**src/rtl/cpu_defs_pkg.sv**
```systemverilog
// Shared definitions for the multi-cycle CPU control path: sequencer state
// codes, opcode/funct constants, trap causes and the legal-instruction check.
// The instruction-parse control LUT imports this same package, so the state
// codes here are the ones it indexes on.
package cpu_defs_pkg;

   // Sequencer state codes as seen by the control LUT
   typedef enum logic [2:0] {
      ST_ID   = 3'd0,
      ST_IF   = 3'd1,
      ST_EXEC = 3'd2,
      ST_MEM  = 3'd3,
      ST_WB   = 3'd4,
      ST_HALT = 3'd5
   } state_e;

   // Reason the sequencer parked itself in HALT
   typedef enum logic [1:0] {
      CAUSE_NONE    = 2'd0,
      CAUSE_ILLEGAL = 2'd1,
      CAUSE_TIMEOUT = 2'd2
   } cause_e;

   localparam logic [5:0] OP_RTYPE = 6'b000000;
   localparam logic [5:0] OP_J     = 6'b000010;
   localparam logic [5:0] OP_JAL   = 6'b000011;
   localparam logic [5:0] OP_BEQ   = 6'b000100;
   localparam logic [5:0] OP_BNE   = 6'b000101;
   localparam logic [5:0] OP_ADDI  = 6'b001000;
   localparam logic [5:0] OP_XORI  = 6'b001110;
   localparam logic [5:0] OP_LW    = 6'b100011;
   localparam logic [5:0] OP_SW    = 6'b101011;

   localparam logic [5:0] FN_ADD = 6'b100000;
   localparam logic [5:0] FN_SUB = 6'b100010;
   localparam logic [5:0] FN_SLT = 6'b101010;
   localparam logic [5:0] FN_JR  = 6'b001000;

   // True for every opcode/funct pair the datapath can execute past ID
   function automatic logic isLegal(input logic [5:0] op, input logic [5:0] fn);
      logic ok;
      ok = 1'b0;
      case (op)
         OP_LW, OP_SW, OP_ADDI, OP_XORI, OP_JAL, OP_BEQ, OP_BNE, OP_J: ok = 1'b1;
         OP_RTYPE: ok = (fn == FN_ADD) || (fn == FN_SUB) || (fn == FN_SLT) || (fn == FN_JR);
         default: ok = 1'b0;
      endcase
      return ok;
   endfunction

endpackage

```
**src/rtl/multicycle_state_sequencer_if.sv**
```systemverilog
// Bundle between the sequencer and the rest of the datapath: instruction
// fields in, memory handshake and control/status out.
interface multicycle_state_sequencer_if #(parameter int CNT_W = 32);

   logic [5:0]       opcode;
   logic [5:0]       funct;
   logic             mem_ready;
   logic [2:0]       state;
   logic             mem_req;
   logic             mem_we;
   logic             ir_load;
   logic             retire;
   logic             trap;
   logic [1:0]       trap_cause;
   logic [CNT_W-1:0] instr_count;
   logic [CNT_W-1:0] cycle_count;

   // The sequencer side drives the handshake and status
   modport master (
      input  opcode, funct, mem_ready,
      output state, mem_req, mem_we, ir_load, retire, trap, trap_cause,
             instr_count, cycle_count
   );

   // The datapath/memory side supplies the instruction fields and ready
   modport slave (
      output opcode, funct, mem_ready,
      input  state, mem_req, mem_we, ir_load, retire, trap, trap_cause,
             instr_count, cycle_count
   );

endinterface

```
**src/rtl/sat_counter.sv**
```systemverilog
// Up-counter that sticks at all-ones instead of wrapping; clear wins over
// increment so a state change always restarts it from zero.
module sat_counter #(
   parameter int W = 8
) (
   input  logic         clk,
   input  logic         reset,
   input  logic         inc,
   input  logic         clr,
   output logic [W-1:0] q
);

   logic [W-1:0] count_q;

   // Count register: clear first, then saturating increment
   always_ff @(posedge clk or posedge reset) begin
      if (reset) begin
         count_q <= '0;
      end else if (clr) begin
         count_q <= '0;
      end else if (inc && (count_q != '1)) begin
         count_q <= count_q + W'(1);
      end
   end

   assign q = count_q;

endmodule

```
**src/rtl/multicycle_state_sequencer.sv**
```systemverilog
// Sequencer FSM for the multi-cycle CPU: walks each instruction through
// IF/ID/EXEC/MEM/WB, handshakes with unified memory, counts retired
// instructions and cycles, and traps into a sticky HALT on an illegal
// instruction or a memory request that never completes.
module multicycle_state_sequencer
   import cpu_defs_pkg::*;
#(
   parameter int CNT_W   = 32,
   parameter int TIMEOUT = 16
) (
   input logic                          clk,
   input logic                          reset,
   multicycle_state_sequencer_if.master bus
);

   localparam int              TO_W         = 8;
   localparam logic [TO_W-1:0] TIMEOUT_LAST = TO_W'(TIMEOUT - 1);

   state_e           state_q, state_d;
   cause_e           trapCause_q, trapCause_d;
   logic             memReq, memWe, irLoad, retire;
   logic             timeoutHit, isJr, goesToWb;
   logic [TO_W-1:0]  timeoutCnt;
   logic [CNT_W-1:0] instrCount, cycleCount;

   // A stalled request traps on the cycle the wait count would reach TIMEOUT;
   // the ready check is ahead of this in the FSM so a late ready still wins.
   assign timeoutHit = (timeoutCnt == TIMEOUT_LAST);
   assign isJr       = (bus.opcode == OP_RTYPE) && (bus.funct == FN_JR);
   assign goesToWb   = (bus.opcode == OP_RTYPE) || (bus.opcode == OP_ADDI) ||
                       (bus.opcode == OP_XORI);

   // State and trap-cause registers
   always_ff @(posedge clk or posedge reset) begin
      if (reset) begin
         state_q     <= ST_IF;
         trapCause_q <= CAUSE_NONE;
      end else begin
         state_q     <= state_d;
         trapCause_q <= trapCause_d;
      end
   end

   // Next-state decode plus memory request and the two combinational strobes
   always_comb begin
      state_d     = state_q;
      trapCause_d = trapCause_q;
      memReq      = 1'b0;
      memWe       = 1'b0;
      irLoad      = 1'b0;
      retire      = 1'b0;
      case (state_q)
         ST_IF: begin
            memReq = 1'b1;
            if (bus.mem_ready) begin
               irLoad  = 1'b1;
               state_d = ST_ID;
            end else if (timeoutHit) begin
               state_d     = ST_HALT;
               trapCause_d = CAUSE_TIMEOUT;
            end
         end
         ST_ID: begin
            if (bus.opcode == OP_J) begin
               retire  = 1'b1;
               state_d = ST_IF;
            end else if (isLegal(bus.opcode, bus.funct)) begin
               state_d = ST_EXEC;
            end else begin
               state_d     = ST_HALT;
               trapCause_d = CAUSE_ILLEGAL;
            end
         end
         ST_EXEC: begin
            if (isJr) begin
               retire  = 1'b1;
               state_d = ST_IF;
            end else if (goesToWb) begin
               state_d = ST_WB;
            end else begin
               state_d = ST_MEM;
            end
         end
         ST_MEM: begin
            case (bus.opcode)
               OP_LW: begin
                  memReq = 1'b1;
                  if (bus.mem_ready) begin
                     state_d = ST_WB;
                  end else if (timeoutHit) begin
                     state_d     = ST_HALT;
                     trapCause_d = CAUSE_TIMEOUT;
                  end
               end
               OP_SW: begin
                  memReq = 1'b1;
                  memWe  = 1'b1;
                  if (bus.mem_ready) begin
                     retire  = 1'b1;
                     state_d = ST_IF;
                  end else if (timeoutHit) begin
                     state_d     = ST_HALT;
                     trapCause_d = CAUSE_TIMEOUT;
                  end
               end
               OP_JAL: begin
                  retire  = 1'b1;
                  state_d = ST_IF;
               end
               default: state_d = ST_WB;
            endcase
         end
         ST_WB: begin
            retire  = 1'b1;
            state_d = ST_IF;
         end
         ST_HALT: state_d = ST_HALT;
         default: state_d = ST_IF;
      endcase
   end

   // Wait counter for the current state's memory request
   sat_counter #(.W(TO_W)) uTimeoutCnt (
      .clk   (clk),
      .reset (reset),
      .inc   (memReq & ~bus.mem_ready),
      .clr   (state_d != state_q),
      .q     (timeoutCnt)
   );

   // Retired-instruction counter
   sat_counter #(.W(CNT_W)) uInstrCnt (
      .clk   (clk),
      .reset (reset),
      .inc   (retire),
      .clr   (1'b0),
      .q     (instrCount)
   );

   // Cycle counter, frozen once the sequencer has halted
   sat_counter #(.W(CNT_W)) uCycleCnt (
      .clk   (clk),
      .reset (reset),
      .inc   (state_q != ST_HALT),
      .clr   (1'b0),
      .q     (cycleCount)
   );

   // IF drives a request as a Moore output, so the strobes and request are
   // masked while reset is held to keep the bus quiet during reset.
   assign bus.state       = state_q;
   assign bus.mem_req     = memReq & ~reset;
   assign bus.mem_we      = memWe & ~reset;
   assign bus.ir_load     = irLoad & ~reset;
   assign bus.retire      = retire & ~reset;
   assign bus.trap        = (state_q == ST_HALT);
   assign bus.trap_cause  = trapCause_q;
   assign bus.instr_count = instrCount;
   assign bus.cycle_count = cycleCount;

endmodule

```
**src/flat_wrapper.sv**
```systemverilog
// flat-port wrapper written by rule: the top's interface ports become plain ports
module multicycle_state_sequencer_flat import cpu_defs_pkg::*;
#(
   parameter int CNT_W   = 32,
   parameter int TIMEOUT = 16
)
  (clk, reset, bus_opcode, bus_funct, bus_mem_ready, bus_state, bus_mem_req, bus_mem_we, bus_ir_load, bus_retire, bus_trap, bus_trap_cause, bus_instr_count, bus_cycle_count);
  multicycle_state_sequencer_if #(.CNT_W(CNT_W)) bus_i ();
  input logic clk;
  input logic reset;
  input wire logic [$bits(bus_i.opcode)-1:0] bus_opcode;
  input wire logic [$bits(bus_i.funct)-1:0] bus_funct;
  input wire logic [$bits(bus_i.mem_ready)-1:0] bus_mem_ready;
  output wire logic [$bits(bus_i.state)-1:0] bus_state;
  output wire logic [$bits(bus_i.mem_req)-1:0] bus_mem_req;
  output wire logic [$bits(bus_i.mem_we)-1:0] bus_mem_we;
  output wire logic [$bits(bus_i.ir_load)-1:0] bus_ir_load;
  output wire logic [$bits(bus_i.retire)-1:0] bus_retire;
  output wire logic [$bits(bus_i.trap)-1:0] bus_trap;
  output wire logic [$bits(bus_i.trap_cause)-1:0] bus_trap_cause;
  output wire logic [$bits(bus_i.instr_count)-1:0] bus_instr_count;
  output wire logic [$bits(bus_i.cycle_count)-1:0] bus_cycle_count;
  assign bus_i.opcode = bus_opcode;
  assign bus_i.funct = bus_funct;
  assign bus_i.mem_ready = bus_mem_ready;
  assign bus_state = bus_i.state;
  assign bus_mem_req = bus_i.mem_req;
  assign bus_mem_we = bus_i.mem_we;
  assign bus_ir_load = bus_i.ir_load;
  assign bus_retire = bus_i.retire;
  assign bus_trap = bus_i.trap;
  assign bus_trap_cause = bus_i.trap_cause;
  assign bus_instr_count = bus_i.instr_count;
  assign bus_cycle_count = bus_i.cycle_count;
  multicycle_state_sequencer #(.CNT_W(CNT_W), .TIMEOUT(TIMEOUT)) u_core (.clk(clk), .reset(reset), .bus(bus_i));
endmodule
```
**config.mk**
```make
export PLATFORM = sky130hd
export DESIGN_NAME = multicycle_state_sequencer_flat
export DESIGN_NICKNAME = d
export VERILOG_FILES = /design/src/rtl/cpu_defs_pkg.sv /design/src/rtl/multicycle_state_sequencer_if.sv /design/src/rtl/sat_counter.sv /design/src/rtl/multicycle_state_sequencer.sv /design/src/flat_wrapper.sv
export SDC_FILE = /design/constraint.sdc
export NUM_CORES = 1
export LEC_CHECK = 0
export CAP_MARGIN = 10
export CORE_MARGIN = 2
export CORE_UTILIZATION = 46
export DETAILED_ROUTE_END_ITERATION = 10
export PLACE_DENSITY_LB_ADDON = 0.3
export SKIP_CTS_REPAIR_TIMING = 1
export SLEW_MARGIN = 20
export SYNTH_ARGS = -nofsm -noshare
export SYNTH_HDL_FRONTEND = slang
export SYNTH_SLANG_ARGS = --single-unit
```
**constraint.sdc**
```tcl
create_clock -name clk -period 7.7 [get_ports clk]
set_input_delay 1.54 -clock clk [delete_from_list [all_inputs] [get_ports clk]]
set_output_delay 1.54 -clock clk [all_outputs]
set_load 0.01 [all_outputs]
```
==> results by group <==
Power and ir drop
  • Max IR drop VDD: 0.000200 V
  • Power Dens Cells: 255 nW/um^2
  • Pleak: 2.18 nW

Routing
  • Vias per cell: 5.74
  • Routed wire length: 9470 um
  • DRT antenna net count: 0
  • Wirelength per Cell: 15.3 um
  • Iteration count of the initial detailed-routing pass: 5
  • Initial DRC count: 222
  • DRC errors left: 0
  • Via count: 3545

STA
  • Final setup violation count: 0
  • Worst slew pin tran: 0.911 ns
  • Fmax: 186 MHz
  • RSZ-0062 raised after global routing: false
  • Min Clock Period, post-route: 5.37 ns
  • Slew HR: 0.387
  • Final hold viol count: 0
  • Fin crit share: 0.698
  • Setup TNS: 0 ns
  • Skew final: 0.0104 ns
  • Pins over their slew limit: 0

Worst hold path
  • Hold Path Stages: 1
  • Hold WC Path Type: reg2reg
  • Hold Path End: u_core.uCycleCnt.q[28]
  • HP Start: u_core.uCycleCnt.q[28]

Setup path
  • Worst r2r dst: u_core.uInstrCnt.q[1]
  • Crit path launch type: primary input
  • WS Path Type: in2out
  • Worst Reg-to-Reg Cells: 7
  • CP Capture Type: primary output
  • Peak fanout along the critical path: 32
  • Launching point of the worst reg2reg path: u_core.uInstrCnt.q[2]
  • Worst path required time: 6.16 ns
  • R2r setup slk: 5.08 ns
  • Critical path startpoint: bus_opcode[5]
  • Crit path DAT: 3.83 ns

Floorplan
  • Core Region: 8810 sq um
  • Io pins: 89
  • Die X: 99.8 um
  • FP Rows: 34
  • Starting Density: 0.479
  • Die Footprint: 9950 sq um
  • Die height: 99.8 um

Yosys
  • Synth Instances: 419
  • Async SR Flop Fraction: 1.00
  • Post-synth EDFFs: 0
  • Post-synthesis sequential area ratio: 0.457
  • Top FF cell, synth: dfrtp_1
  • Syn nets: 437
  • Yosys warnings: 0
  • Netlist cell types: 58
  • Syn Std Cell Area: 4220 sq um
  • #FFs+latches synth: 77
  • Syn avg cell area: 10.1 sq um

CTS
  • CTS tree: done
  • CTS H-tree lvls: 3
  • Clock Sinks: 77
  • Clk buf depth: 2
  • CTS root buf: clkbuf_8
  • Reg clk slew, reported paths: 0.07 ns
  • Inserted Clock Buffers: 9
  • Clk_lat worst skew: 0.33 ns

Global routing
  • Initial antenna violation count: 0
  • First-pass GRT wire length: 15900 um
  • GRT overflow: 0
  • Gr usage total: 0.196
  • Vias in the first global route: 3450
  • Largest net degree at the start of global routing: 41

Layout
  • Antenna Cells: 0
  • Final core utilization: 0.611
  • Final nets: 524
  • Layout area overhead: 27.4%
  • Layout cell share with drive strength beyond 1: 0.0843

Run status
  • Outcome: finished clean

Placement
  • Dpl hpwl: 6850 um
  • Count of input and output buffers: 88
  • Placer Congestion: 0.910

Flow run
  • Max Cap Violations: 0
-- power breakdown --
group,leakage [nW],switching [mW],total [mW],internal (mW)
Sequential,0.946,0.104,0.578,0.474
Combinational,1.13,0.256,0.497,0.241
Clock,0.0992,0.140,0.297,0.157
Total,2.18,0.501,1.37,0.872
-- flip-flops by register name (all words and copies together) (netlist names) --
name	flops
u_core.uCycleCnt.q	32
u_core.uInstrCnt.q	32
u_core.uTimeoutCnt.q	8
u_core.bus.state	3
u_core.bus.trap_cause	2
-- synth_stat cells (all sizes together), types with 4 or more instances --
master	instances	area, sq um
nor2	19	71.3
buf	9	52.6
xnor2	17	149
nand4	23	159
and4	8	72.6
nand2b	6	37.5
nor4b	8	88.8
xor2	53	464
and2	5	31.3
and3	10	62.6
a211oi	11	87.6
nor3b	4	35.0
nand2	37	139
nor4	15	113
o21ai	7	38.8
dfrtp	76	1900
nor3	26	146
or2	4	25.0
clkbuf	6	22.5
nand3	26	130
a21oi	10	50.1
inv	8	30.0
-- layer usage --
metal	vias to the layer above	global-route usage	routed length, um
li1	1690	-	-
met1	1745	0.252	4280
met2	101	0.332	4690
met3	9	0.0383	414
met4	0	0.0685	89
met5	-	0	0
-- cells in the final DEF, fill, tap and decap left out, drive strengths merged, types with 2 or more instances in the layout --
master         synthesis  routed
buf                    9       3
nand2                 37      37
and2                   5       5
inv                    8       8
dfrtp                 76      76
clkdlybuf4s50          0      88
nand2b                 6       6
or4                    2       2
nor4                  15      15
o21ai                  7       7
or2                    4       4
nand4b                 2       2
clkbuf                 6      11
ha                     3       3
a21oi                 10      10
a21boi                 2       2
nand3                 26      26
xnor2                 17      17
nor3                  26      26
and4                   8       8
or3                    2       2
nand4                 23      23
mux2                   3       3
a22oi                  2       2
clkinv                 0       3
nor2                  19      19
nand3b                 3       3
xor2                  53      53
and3                  10      10
nor3b                  4       4
a211oi                11      11
nor4b                  8       8
-- worst max path at each step --
stage / depth (start not counted) / slack (ns) / endpoint
floorplan: 7 / 3.43 / bus_retire
global placement: 8 / 2.40 / bus_retire
detailed placement: 8 / 2.34 / bus_retire
CTS: 8 / 2.34 / bus_retire
global route: 8 / 2.13 / bus_retire
finish: 8 / 2.33 / bus_retire
-- worst max-delay path, cell delays in order --
cell	delay [ns]
clkdlybuf4s50_1	0.61
nor3_1	0.29
nand4_1	0.18
o21ai_1	0.20
a21oi_2	0.08
buf_4	0.25
nor2_1	0.12
clkdlybuf4s50_1	0.55
-- stage by stage --
step	setup WS, ns	cells	cell area (sq um)	hold WS (ns)	power [mW]
3_3_place_gp	2.40	603	5190	0.471	1.07
2_1_floorplan	3.43	419	4220	0.508	0.851
6_report	2.33	618	5380	0.485	1.37
4_1_cts	2.34	618	5380	0.490	1.38
3_5_place_dp	2.34	603	5190	0.480	1.08
5_1_grt	2.13	618	5380	0.496	1.46
-- layout make-up --
type / instances / area (sq um)
Clock buffer: 11 / 141
Clock inverter: 4 / 48.8
Fill cell: 739 / 3430
Inverter: 8 / 30.0
Multi-Input combinational cell: 319 / 2190
Sequential cell: 77 / 1930
Tap cell: 108 / 135
Timing Repair Buffer: 91 / 903
-- kinds of logic (layout without fill, tap and decap cells) --
group	Yosys count	in the layout	share of synthesized area
flip-flops	77	77	0.457
XOR/XNOR	70	70	0.145
buffers and inverters	23	114	0.0249
multiplexers	4	4	0.0104
adder cells (fa/ha/maj)	3	3	0.00890
AND/OR/NAND/NOR	201	201	0.284
AO/OA/AOI/OAI	41	41	0.0697
(Power assumes the default switching activity.)
